### config.mk
export PLATFORM = sky130hd
export DESIGN_NAME = if_prefetch_queue_flat
export DESIGN_NICKNAME = d
export VERILOG_FILES = /design/src/rtl/if_prefetch_queue_if.sv /design/src/rtl/if_prefetch_queue.sv /design/src/flat_wrapper.sv
export SDC_FILE = /design/constraint.sdc
export NUM_CORES = 1
export LEC_CHECK = 0
export ABC_CLOCK_PERIOD_IN_PS = 3550
export BUFFER_PORTS_ARGS = -buffer_cell sky130_fd_sc_hd__buf_2
export CORE_ASPECT_RATIO = 0.7
export CORE_MARGIN = 8
export CORE_UTILIZATION = 35
export DETAILED_ROUTE_END_ITERATION = 12
export MAX_ROUTING_LAYER = met4
export PLACE_DENSITY = 0.52
export SYNTH_ARGS = -nofsm -noshare
export SYNTH_HDL_FRONTEND = slang
export SYNTH_SLANG_ARGS = --single-unit
### constraint.sdc
create_clock -name clk -period 3.55 [get_ports clk]
set_clock_uncertainty 0.2 [all_clocks]
set_input_delay 0.5325 -clock clk [delete_from_list [all_inputs] [get_ports clk]]
set_output_delay 0.5325 -clock clk [all_outputs]
set_load 0.01 [all_outputs]
### src/rtl/if_prefetch_queue_if.sv
// Bundles the ROM fetch handshake, the fetch-stage handshake and the flush request.
// master: the prefetch queue. slave: the ROM/core environment that drives it.
interface if_prefetch_queue_if #(
    parameter int ADDR_W = 32,
    parameter int DATA_W = 32
);
    logic              flush_i;
    logic [ADDR_W-1:0] flush_addr_i;
    logic              rom_req_o;
    logic [ADDR_W-1:0] rom_addr_o;
    logic              rom_gnt_i;
    logic              rom_rvalid_i;
    logic [DATA_W-1:0] rom_rdata_i;
    logic              ins_valid_o;
    logic [DATA_W-1:0] ins_o;
    logic [ADDR_W-1:0] ins_addr_o;
    logic              ins_ready_i;

    modport master (
        input  flush_i, flush_addr_i, rom_gnt_i, rom_rvalid_i, rom_rdata_i, ins_ready_i,
        output rom_req_o, rom_addr_o, ins_valid_o, ins_o, ins_addr_o
    );

    modport slave (
        output flush_i, flush_addr_i, rom_gnt_i, rom_rvalid_i, rom_rdata_i, ins_ready_i,
        input  rom_req_o, rom_addr_o, ins_valid_o, ins_o, ins_addr_o
    );
endinterface

### src/rtl/if_prefetch_queue.sv
// Purpose: instruction prefetch queue between ROM and fetch stage; optional IF_PREFETCH_BYPASS_EN bypass.
// Latency: rom_rvalid_i to ins_valid_o is 1 cycle (0 cycles through the bypass when the queue is empty).
// Backpressure: requests stop once queued plus kept in-flight words would exceed DEPTH; flush drops in-flight data.
module if_prefetch_queue #(
    parameter int                DEPTH    = 4,
    parameter int                ADDR_W   = 32,
    parameter int                DATA_W   = 32,
    parameter logic [ADDR_W-1:0] RESET_PC = '0
) (
    input  logic                 clk,
    input  logic                 rest,
    if_prefetch_queue_if.master  bus
);
    localparam int PW = $clog2(DEPTH);
    localparam int CW = PW + 1;
    localparam logic [CW:0] DEPTH_L = (CW+1)'(DEPTH);

    logic [CW-1:0]     r_count;
    logic [CW-1:0]     r_pending;
    logic [CW-1:0]     r_discard;
    logic [PW-1:0]     r_rd_ptr;
    logic [PW-1:0]     r_wr_ptr;
    logic [ADDR_W-1:0] r_fetch_pc;
    logic [ADDR_W-1:0] r_ret_pc;
    logic [DATA_W-1:0] r_mem_dat [DEPTH];
    logic [ADDR_W-1:0] r_mem_adr [DEPTH];

    logic              w_req;
    logic              w_gnt;
    logic              w_keep;
    logic              w_drop;
    logic              w_rsp_owned;
    logic              w_empty;
    logic              w_pop;
    logic              w_push;
    logic [CW-1:0]     w_discard_flush;

    // Sums are widened by one bit so the comparison against DEPTH can never wrap.
    assign w_req = rest && !bus.flush_i
                && (({1'b0, r_count}   + {1'b0, r_pending}) < DEPTH_L)
                && (({1'b0, r_pending} + {1'b0, r_discard}) < DEPTH_L);

    assign w_gnt        = w_req && bus.rom_gnt_i;
    assign w_drop       = bus.rom_rvalid_i && (r_discard != '0);
    assign w_keep       = bus.rom_rvalid_i && (r_discard == '0) && (r_pending != '0);
    assign w_rsp_owned  = bus.rom_rvalid_i && ((r_discard != '0) || (r_pending != '0));
    assign w_empty      = (r_count == '0);
    assign w_pop        = !w_empty && bus.ins_ready_i;
    assign w_discard_flush = r_discard + r_pending - CW'(w_rsp_owned);

    assign bus.rom_req_o  = w_req;
    assign bus.rom_addr_o = r_fetch_pc;

`ifdef IF_PREFETCH_BYPASS_EN
    logic w_byp;

    // An empty queue lets a kept response go straight to the fetch stage.
    assign w_byp           = w_keep && w_empty && !bus.flush_i;
    assign w_push          = w_keep && !(w_byp && bus.ins_ready_i);
    assign bus.ins_valid_o = !w_empty || w_byp;
    assign bus.ins_o       = w_byp ? bus.rom_rdata_i : r_mem_dat[r_rd_ptr];
    assign bus.ins_addr_o  = w_byp ? r_ret_pc        : r_mem_adr[r_rd_ptr];
`else
    assign w_push          = w_keep;
    assign bus.ins_valid_o = !w_empty;
    assign bus.ins_o       = r_mem_dat[r_rd_ptr];
    assign bus.ins_addr_o  = r_mem_adr[r_rd_ptr];
`endif

    always_ff @(posedge clk or negedge rest) begin
        if (!rest) begin
            r_count    <= '0;
            r_pending  <= '0;
            r_discard  <= '0;
            r_rd_ptr   <= '0;
            r_wr_ptr   <= '0;
            r_fetch_pc <= RESET_PC;
            r_ret_pc   <= RESET_PC;
        end else if (bus.flush_i) begin
            // Everything still owed by the ROM becomes discard, minus a response landing right now.
            r_count    <= '0;
            r_pending  <= '0;
            r_discard  <= w_discard_flush;
            r_rd_ptr   <= '0;
            r_wr_ptr   <= '0;
            r_fetch_pc <= bus.flush_addr_i;
            r_ret_pc   <= bus.flush_addr_i;
        end else begin
            r_count   <= r_count + CW'(w_push) - CW'(w_pop);
            r_pending <= r_pending + CW'(w_gnt) - CW'(w_keep);
            r_discard <= r_discard - CW'(w_drop);
            if (w_gnt) begin
                r_fetch_pc <= r_fetch_pc + ADDR_W'(4);
            end
            if (w_keep) begin
                r_ret_pc <= r_ret_pc + ADDR_W'(4);
            end
            if (w_push) begin
                r_wr_ptr <= r_wr_ptr + PW'(1);
            end
            if (w_pop) begin
                r_rd_ptr <= r_rd_ptr + PW'(1);
            end
        end
    end

    always_ff @(posedge clk or negedge rest) begin
        if (!rest) begin
            for (int i = 0; i < DEPTH; i++) begin
                r_mem_dat[i] <= '0;
                r_mem_adr[i] <= '0;
            end
        end else if (w_push && !bus.flush_i) begin
            r_mem_dat[r_wr_ptr] <= bus.rom_rdata_i;
            r_mem_adr[r_wr_ptr] <= r_ret_pc;
        end
    end
endmodule
### src/flat_wrapper.sv
// flat-port wrapper written by rule: the top's interface ports become plain ports
module if_prefetch_queue_flat 
#(
    parameter int                DEPTH    = 4,
    parameter int                ADDR_W   = 32,
    parameter int                DATA_W   = 32,
    parameter logic [ADDR_W-1:0] RESET_PC = '0
)
  (clk, rest, bus_flush_i, bus_flush_addr_i, bus_rom_gnt_i, bus_rom_rvalid_i, bus_rom_rdata_i, bus_ins_ready_i, bus_rom_req_o, bus_rom_addr_o, bus_ins_valid_o, bus_ins_o, bus_ins_addr_o);
  if_prefetch_queue_if #(.ADDR_W(ADDR_W), .DATA_W(DATA_W)) bus_i ();
  input  logic clk;
  input  logic rest;
  input wire logic [$bits(bus_i.flush_i)-1:0] bus_flush_i;
  input wire logic [$bits(bus_i.flush_addr_i)-1:0] bus_flush_addr_i;
  input wire logic [$bits(bus_i.rom_gnt_i)-1:0] bus_rom_gnt_i;
  input wire logic [$bits(bus_i.rom_rvalid_i)-1:0] bus_rom_rvalid_i;
  input wire logic [$bits(bus_i.rom_rdata_i)-1:0] bus_rom_rdata_i;
  input wire logic [$bits(bus_i.ins_ready_i)-1:0] bus_ins_ready_i;
  output wire logic [$bits(bus_i.rom_req_o)-1:0] bus_rom_req_o;
  output wire logic [$bits(bus_i.rom_addr_o)-1:0] bus_rom_addr_o;
  output wire logic [$bits(bus_i.ins_valid_o)-1:0] bus_ins_valid_o;
  output wire logic [$bits(bus_i.ins_o)-1:0] bus_ins_o;
  output wire logic [$bits(bus_i.ins_addr_o)-1:0] bus_ins_addr_o;
  assign bus_i.flush_i = bus_flush_i;
  assign bus_i.flush_addr_i = bus_flush_addr_i;
  assign bus_i.rom_gnt_i = bus_rom_gnt_i;
  assign bus_i.rom_rvalid_i = bus_rom_rvalid_i;
  assign bus_i.rom_rdata_i = bus_rom_rdata_i;
  assign bus_i.ins_ready_i = bus_ins_ready_i;
  assign bus_rom_req_o = bus_i.rom_req_o;
  assign bus_rom_addr_o = bus_i.rom_addr_o;
  assign bus_ins_valid_o = bus_i.ins_valid_o;
  assign bus_ins_o = bus_i.ins_o;
  assign bus_ins_addr_o = bus_i.ins_addr_o;
  if_prefetch_queue #(.DEPTH(DEPTH), .ADDR_W(ADDR_W), .DATA_W(DATA_W), .RESET_PC(RESET_PC)) u_core (.clk(clk), .rest(rest), .bus(bus_i));
endmodule
==> flow_summary.ini, run 1 <==
[logic_synthesis]
ys_seq_area_share_pct = 53.3
synth_top_area_share_pct = 53.3
netlist_instances = 1114
synth_commonest_cells = dfrtp_1, mux2_2, mux4_2
synth.most_common_cell = dfrtp_1
syn_nets = 1206
synth-edff-count = 0
ys_ff_latch = 333
synth.distinct_cells = 55
synth_area_um2 = 15600
postSynthAreaPerCell_um2 = 14.0
synth_warnings = 0
synth_area_leaders = dfrtp_1, mux2_2, mux4_2
synth_area_leader_cell = dfrtp_1
async_flop_share_pct = 100
synth_flop_cell = dfrtp_1

[sta]
worst_pin_slew_ns = 0.971
period_minus_slack_ns = 3.12
min_period_over_period_pct = 87.8
rsz0062_at_grt = no
clock.fmax_mhz = 321
setup_violations = 0
timing.setup.tns_ns = 0
hold_ws_ns = 0.0724
setup_ws_ns = 0.431
finalHoldViolations = 0
drv_slew = 0
slew_headroom_pct = 35.3

[layout]
final_cells = 1899
regArea_um2 = 8340
antenna_cells = 0
multi_input_area_um2 = 6800
num-fill-cells = 4195
nets = 1371
layout-drive-gt1-share_pct = 47.0
syn_to_final_growth_pct = 17.6

[placement]
placedCellCount = 1833
gp_congestion = 0.803
hpwl_um = 26500
place_ws_ns = 0.581
portBuffers = 167

[die]
dieArea_um2 = 51800
die_y_um = 193
die_x_um = 269
io_pins = 168
num_rows = 64
start_util_pct = 35.6
coreArea_um2 = 43900

[hold_path]
hold_class = in -> reg
holdCritStartpoint = bus_flush_addr_i[14]

[routing]
drc = 0
ant_nets = 0
drtIter0Drc = 532
first_pass_iters = 5
avgRoutedWirePerCell_um = 20.9
vias = 9793
vias_per_cell = 5.16
drt-total-wl_um = 39700

[clocking]
root_buffer = clkbuf_16
clock_tree.htree_level_count = 2
clockBufferDepth = 3
cts_setup_buffers = 0
tritoncts = done
cts_buffers = 36
cts_sinks = 333
clock_latency_ns = 0.52
clkTransAtPathRegs_ns = 0.06

[worst_setup_path]
start_kind = flop
setup.worst_path.start = u_core.r_rd_ptr[0]
reg2reg_slack_ns = 0.54
cp_data_arrival_time_ns = 2.39
cp-end-kind = output port
cp.required_ns = 2.82
worstReg2RegStart = u_core.r_discard[0]
critPathMaxFanout = 25
setup.worst_path.class = reg -> out

[global_routing]
grt.total_usage_pct = 16.1
grt_pass1_vias = 10400
antenna_found_initial = 0
grt_overflow = 0
grt_max_degree = 157
grt_pass1_wl_um = 63300

[power_and_ir_drop]
cellLeakagePower_nw = 8.72
ir_drop_uv = 332
powerDensity_nw_per_um2 = 540

[outcome]
status = completed

[flow_run]
drv_cap = 0
## registers in the layout, indices dropped and copies added, names as in the netlist
signal,count
u_core.r_mem_dat,128
u_core.r_discard,3
u_core.r_ret_pc,32
u_core.r_pending,3
u_core.r_count,3
u_core.bus.rom_addr_o,32
u_core.r_rd_ptr,2
u_core.r_mem_adr,128
u_core.r_wr_ptr,2
## layout make-up
cell class	count	area share, %
clock inverter	9	0.593
inverter	29	0.593
sequential	333	45.4
multi-input combinational	682	37.0
tap	594	4.05
clock buffer	55	5.95
timing repair buffer	197	6.40
## critical path: stages, from the launching register on
cell     delay [ns]
dfrtp_4        0.83
buf_12         0.29
mux4_2         0.57
buf_2          0.17
## cells by family (layout without fill, tap and decap cells)
logic type / count (synthesis) / in the layout / share of synthesized area, %
adders and majority gates: 22 / 22 / 1.91
and+or+nand+nor: 202 / 202 / 6.90
buffers and inverters: 99 / 290 / 3.32
AOI/OAI and AO/OA: 72 / 72 / 2.91
xor gates and xnor gates: 51 / 51 / 2.86
DFF: 333 / 333 / 53.3
muxes: 335 / 335 / 28.8
## metrics by stage
| step | power, mW | util [%] | cell area (µm²) |
|---|---|---|---|
| after detailed placement | 6.19 | 39.1 | 17100 |
| after CTS | 10.1 | 41.9 | 18400 |
| after floorplan | 5.44 | - | 15600 |
| after global routing | 10.4 | 41.9 | 18400 |
| after global placement | 6.17 | 39.1 | 17100 |
| final | 9.91 | 41.9 | 18400 |
## report_power, final
| group | leakage [nW] | total [mW] | switching [mW] | internal (mW) |
|---|---|---|---|---|
| Combinational | 3.63 | 1.66 | 0.821 | 0.839 |
| Clock | 0.591 | 3.83 | 1.55 | 2.28 |
| Sequential | 4.50 | 4.42 | 0.374 | 4.05 |
## placed cells by master (no fill, tap or decap), drive strengths merged, types with 19 or more instances in the layout
master,netlist,layout
nor2,33,33
buf,44,195
nand4,22,22
inv,29,31
xor2,22,22
dfrtp,333,333
mux2,271,271
o21ai,34,34
nand3,29,29
clkbuf,25,55
mux4,64,64
nand2,59,59
ha,19,19
xnor2,29,29
## final timing paths
check                                       endpoint  depth (start not counted)
min in group asynchronous  u_core.bus.rom_addr_o[26]                          3
max in group asynchronous       u_core.r_mem_dat[84]                          4
min reg2reg                    u_core.r_mem_adr[127]                          1
max                                     bus_ins_o[4]                          3
min                              u_core.r_ret_pc[14]                          2
max reg2reg                      u_core.r_discard[2]                         10
## per-layer routing
metal | vias up | GRT usage [%] | share of wire [%]
li1 | 4399 | - | -
met1 | 5159 | 23.2 | 49
met2 | 191 | 23.8 | 45
met3 | 44 | 2.76 | 4.0
met4 | 0 | 3.00 | 1.4
met5 | - | - | 0
## what timing repair did
item                                   4_1_cts  5_1_grt
hold buffers                                 2        0
resized for setup                            0        0
endpoints found under the hold margin       39        0
No activity file was read; power rests on OpenSTA's default activity.
==> run 2: changes to the inputs <==
--- a/config.mk
+++ b/config.mk
@@ -13,6 +13,7 @@
 export DETAILED_ROUTE_END_ITERATION = 12
 export MAX_ROUTING_LAYER = met4
 export PLACE_DENSITY = 0.52
+export RECOVER_POWER = 50
 export SYNTH_ARGS = -nofsm -noshare
 export SYNTH_HDL_FRONTEND = slang
 export SYNTH_SLANG_ARGS = --single-unit
==> flow_summary.ini, run 2 (synthesis results as in run 1) <==
[sta]
clock.fmax_mhz = 321
min_period_over_period_pct = 87.9
rsz0062_at_grt = no
timing.setup.tns_ns = 0
worst_pin_slew_ns = 1.79
period_minus_slack_ns = 3.12
drv_slew = 141
setup_ws_ns = 0.430
slew_headroom_pct = -19.0
setup_violations = 0
finalHoldViolations = 0

[hold_path]
whs_endpoint = u_core.bus.rom_addr_o[30]
hold_class = in -> reg
worstHoldPathCells = 3
holdCritStartpoint = bus_flush_addr_i[30]

[layout]
syn_to_final_growth_pct = 17.1
layout-drive-gt1-share_pct = 44.0
nets = 1371
reg.largest.list = u_core.r_mem_adr (128), u_core.r_mem_dat (128)
antenna_cells = 0
final_common_cell = dfrtp_1
layout_common_cells = dfrtp_1, mux2_2, buf_2, mux4_2, nand2_1
num-fill-cells = 4217

[global_routing]
grt_max_degree = 157
grt_pass1_vias = 10400
grt_overflow = 0
grt_pass1_wl_um = 63300
antenna_found_initial = 0
grt.total_usage_pct = 16.1

[die]
num_rows = 64
start_util_pct = 35.6
dieArea_um2 = 51800
coreArea_um2 = 43900
die_y_um = 193
io_pins = 168
die_x_um = 269

[power_and_ir_drop]
ir_drop_uv = 330
switching_share_pct = 27.7
powerDensity_nw_per_um2 = 541
pwr-share-seq_pct = 44.7
p_switching_mw = 2.74
comb_power_share_pct = 16.6
cellLeakagePower_nw = 8.60
power.total_mw = 9.89
p_clk_share_pct = 38.6
p_int_mw = 7.15

[worst_setup_path]
worstReg2RegEnd = u_core.r_discard[2]
worstReg2RegStart = u_core.r_discard[0]
cp_slowest_cell = dfrtp_4
setup.worst_path.class = reg -> out
cp_slowest_stage_delay_ns = 0.82
cp-end-kind = output port
critPathMaxFanout = 25
cp_data_arrival_time_ns = 2.39
reg2reg_slack_ns = 0.52
cp.required_ns = 2.82
reg2reg_depth = 10
start_kind = flop
worstPathCellList = buf_12 > mux4_2 > buf_2

[clocking]
cts_buffers = 36
tritoncts = done
clock_latency_ns = 0.52
cts_sinks = 333
clockBufferDepth = 3
clkTransAtPathRegs_ns = 0.06
root_buffer = clkbuf_16
cts_setup_buffers = 0
cts_resized = 0
clock_tree.htree_level_count = 2

[routing]
first_pass_iters = 5
vias = 9836
avgRoutedWirePerCell_um = 20.9
vias_per_cell = 5.18
drc = 0
drt-total-wl_um = 39700
ant_nets = 0
drtIter0Drc = 564

[outcome]
violations = capacitance limit, slew limit
status = finished with violations

[placement]
place_ws_ns = 0.581
hpwl_um = 26500
portBuffers = 167
gp_congestion = 0.803

[flow_run]
drv_cap = 2
==> run 2: timing repair <==
item / 4_1_cts / 5_1_grt
setup endpoints to repair: 0 / 0
hold buffers: 2 / 0
hold endpoints to repair: 39 / 0
==> run 2: worst max path at each step <==
stage,slack [ns],startpoint,to
2_1_floorplan,0.80,u_core.r_discard[2],u_core.r_pending[2]
3_3_place_gp,0.62,u_core.r_discard[0],u_core.r_discard[2]
3_5_place_dp,0.58,u_core.r_discard[0],u_core.r_discard[2]
4_1_cts,0.33,u_core.r_rd_ptr[0],bus_ins_o[4]
5_1_grt,0.16,rest,u_core.r_mem_adr[16]
6_report,0.43,u_core.r_rd_ptr[0],bus_ins_o[4]
==> run 2: routing by layer <==
layer / up-vias / GRT usage [%] / wire length, µm
met5: - / - / 0
met4: 0 / 3.00 / 555
met3: 43 / 2.76 / 1610
met2: 187 / 23.8 / 17900
met1: 5205 / 23.2 / 19600
li1: 4401 / - / -
==> run 2: power by group through the flow <==
stage / clock (mW) / sequential (mW) / combinational (mW)
3_3_place_gp: 0 / 4.49 / 1.68
6_report: 3.82 / 4.43 / 1.64
2_1_floorplan: 0 / 4.29 / 1.15
4_1_cts: 3.99 / 4.43 / 1.70
5_1_grt: 4.13 / 4.48 / 1.82
3_5_place_dp: 0 / 4.50 / 1.69
==> run 2: layout make-up <==
type / instances / area, µm² / share of cell area, %
sequential: 333 / 8340 / 45.6
multi-input combinational: 682 / 6790 / 37.1
timing repair buffer: 197 / 1100 / 6.04
clock buffer: 55 / 1090 / 5.98
tap: 594 / 743 / 4.06
clock inverter: 9 / 109 / 0.595
inverter: 29 / 109 / 0.595
==> run 2: per-stage QoR <==
step / hold WS, ns / std cells / util (%) / cell area (µm²)
after detailed placement: 0.291 / 1833 / 39.1 / 17100
after CTS: 0.0384 / 1899 / 41.9 / 18400
after floorplan: 0.0369 / 1114 / - / 15600
after global placement: 0.284 / 1833 / 39.1 / 17100
final: 0.0724 / 1899 / 41.7 / 18300
after global routing: 0.0545 / 1899 / 41.7 / 18300
==> run 2: worst max-delay path, delay by kind of cell, from the launching register on <==
kind     cells  cell delay, ns
mux          1            0.57
buf+inv      2            0.46
flops        1            0.82
==> run 3: changes to the inputs <==
--- a/config.mk
+++ b/config.mk
@@ -11,6 +11,7 @@
 export CORE_MARGIN = 8
 export CORE_UTILIZATION = 35
 export DETAILED_ROUTE_END_ITERATION = 12
+export HOLD_SLACK_MARGIN = 0.1
 export MAX_ROUTING_LAYER = met4
 export PLACE_DENSITY = 0.52
 export RECOVER_POWER = 50
==> constraint.sdc (replaced) <==
create_clock -name clk -period 3.55 [get_ports clk]
set_clock_uncertainty 0.2 [all_clocks]
set_input_delay 0.71 -clock clk [delete_from_list [all_inputs] [get_ports clk]]
set_output_delay 0.71 -clock clk [all_outputs]
set_load 0.01 [all_outputs]
==> flow_summary.ini, run 3 (synthesis results as in run 1) <==
[layout]
final_common_cell = dfrtp_1
layout_common_cells = dfrtp_1, mux2_2, buf_2, mux4_2, nand2_1
antenna_cells = 0
reg.largest.list = u_core.r_mem_adr (128), u_core.r_mem_dat (128)
layout-drive-gt1-share_pct = 44.0
final_cells = 1895
nets = 1365
syn_to_final_growth_pct = 16.7

[power_and_ir_drop]
powerDensity_nw_per_um2 = 541
ir_drop_uv = 267
cellLeakagePower_nw = 8.59

[global_routing]
grt.total_usage_pct = 15.8
grt_pass1_wl_um = 62900
antenna_found_initial = 1
grt_pass1_vias = 10400
grt_max_degree = 74
grt_overflow = 0

[worst_setup_path]
cpLargestDelayFamily = buffers and inverters
worstPathCellList = inv_1 > ha_1 > a22oi_1 > o2111ai_1 > clkbuf_1 > nand4bb_1 > o21ai_0 > a31o_2
setup.worst_path.class = reg -> reg
worstReg2RegStart = u_core.r_pending[1]
path_buf_inv = 2
cp_slowest_cell = clkbuf_1
cp_slowest_stage_delay_ns = 1.07
start_kind = flop
setup.worst_path.start = u_core.r_pending[1]
cp.required_ns = 3.77
cp-end-kind = flop
reg2reg_slack_ns = 0.32
critPathMaxFanout = 32
cp_data_arrival_time_ns = 3.46

[placement]
placedCellCount = 1828
gp_congestion = 0.829
hpwl_um = 26200
portBuffers = 167

[clocking]
cts_resized = 0
clockBufferDepth = 3
root_buffer = clkbuf_16
cts_buffers = 37
clock_tree.htree_level_count = 2
tritoncts = done
clkTransAtPathRegs_ns = 0.06
cts_sinks = 333
clock_latency_ns = 0.53
cts_setup_buffers = 0
holdBufCountCts = 0

[die]
num_rows = 64
die_y_um = 193
start_util_pct = 35.6
coreArea_um2 = 43900
io_pins = 168
die_x_um = 269
dieArea_um2 = 51800

[sta]
clock.fmax_mhz = 309
setup_violations = 0
rsz0062_at_grt = no
slew_headroom_pct = -20.7
timing.setup.tns_ns = 0
hold_ws_ns = 0.213
min_period_over_period_pct = 91.1
drv_slew = 72
worst_pin_slew_ns = 1.81
period_minus_slack_ns = 3.23
finalHoldViolations = 0

[flow_run]
drv_cap = 1

[outcome]
violations = capacitance limit, slew limit
status = finished with violations

[hold_path]
hold_class = in -> reg
holdCritStartpoint = bus_flush_addr_i[30]

[routing]
drc = 0
vias_per_cell = 5.14
drt-total-wl_um = 39500
ant_nets = 0
vias = 9749
avgRoutedWirePerCell_um = 20.8
drtIter0Drc = 619
first_pass_iters = 5
## run 3: cell count changes in the layout (fill, tap and decap cells not counted), sizes merged
cell,before,now
bufinv,2,1
buf,157,150
clkinvlp,1,0
dlygate4sd3,2,0
clkbuf,93,97
inv,31,30
clkinv,4,8
## run 3: per-layer routing
layer,track usage [%],wire (µm),vias to the layer above,share of wire [%]
li1,-,-,4382,-
met1,23.3,19900,5137,51
met2,22.8,17400,179,44
met3,2.69,1570,51,4.0
met4,3.24,571,0,1.4
met5,-,0,-,0
## run 3: path summary, 6_finish.rpt
kind,end,cells past startpoint
max,u_core.bus.rom_addr_o[25],8
min,u_core.bus.rom_addr_o[30],3
max reg2reg,u_core.bus.rom_addr_o[25],8
min reg2reg,u_core.r_mem_adr[12],1
max in group asynchronous,u_core.r_mem_dat[77],3
min in group asynchronous,u_core.bus.rom_addr_o[23],2
## run 3: worst reg2reg max path, cell delays in order (launching register included)
cell	delay, ns
dfrtp_1	0.52
inv_1	0.08
ha_1	0.31
a22oi_1	0.09
o2111ai_1	0.28
clkbuf_1	1.07
nand4bb_1	0.28
o21ai_0	0.08
a31o_2	0.22
## run 3: power breakdown
group          internal, mW  leakage (nW)  switching (mW)  total [mW]
clock                  2.28         0.606            1.55        3.83
sequential             4.05          4.50           0.313        4.37
combinational         0.798          3.48           0.864        1.66
total                  7.13          8.59            2.73        9.86
## run 3: cell type report
cell class | instances | area (µm²)
clock buffers | 57 | 1130
clock inverters | 10 | 82.6
fillers | 4171 | 25700
inverters | 29 | 109
multi-input cells | 682 | 6790
flip-flops and latches | 333 | 8340
well taps | 594 | 743
repair buffers | 190 | 1030
## run 3: through the flow
step | instance area, µm² | utilization [%] | total power, mW | setup WS [ns]
2_1_floorplan | 15600 | - | 5.44 | 0.702
3_3_place_gp | 17100 | 38.9 | 6.14 | 0.621
3_5_place_dp | 17100 | 38.9 | 6.15 | 0.601
4_1_cts | 18300 | 41.7 | 10.1 | 0.217
5_1_grt | 18200 | 41.5 | 10.4 | 0.109
6_report | 18200 | 41.5 | 9.86 | 0.315
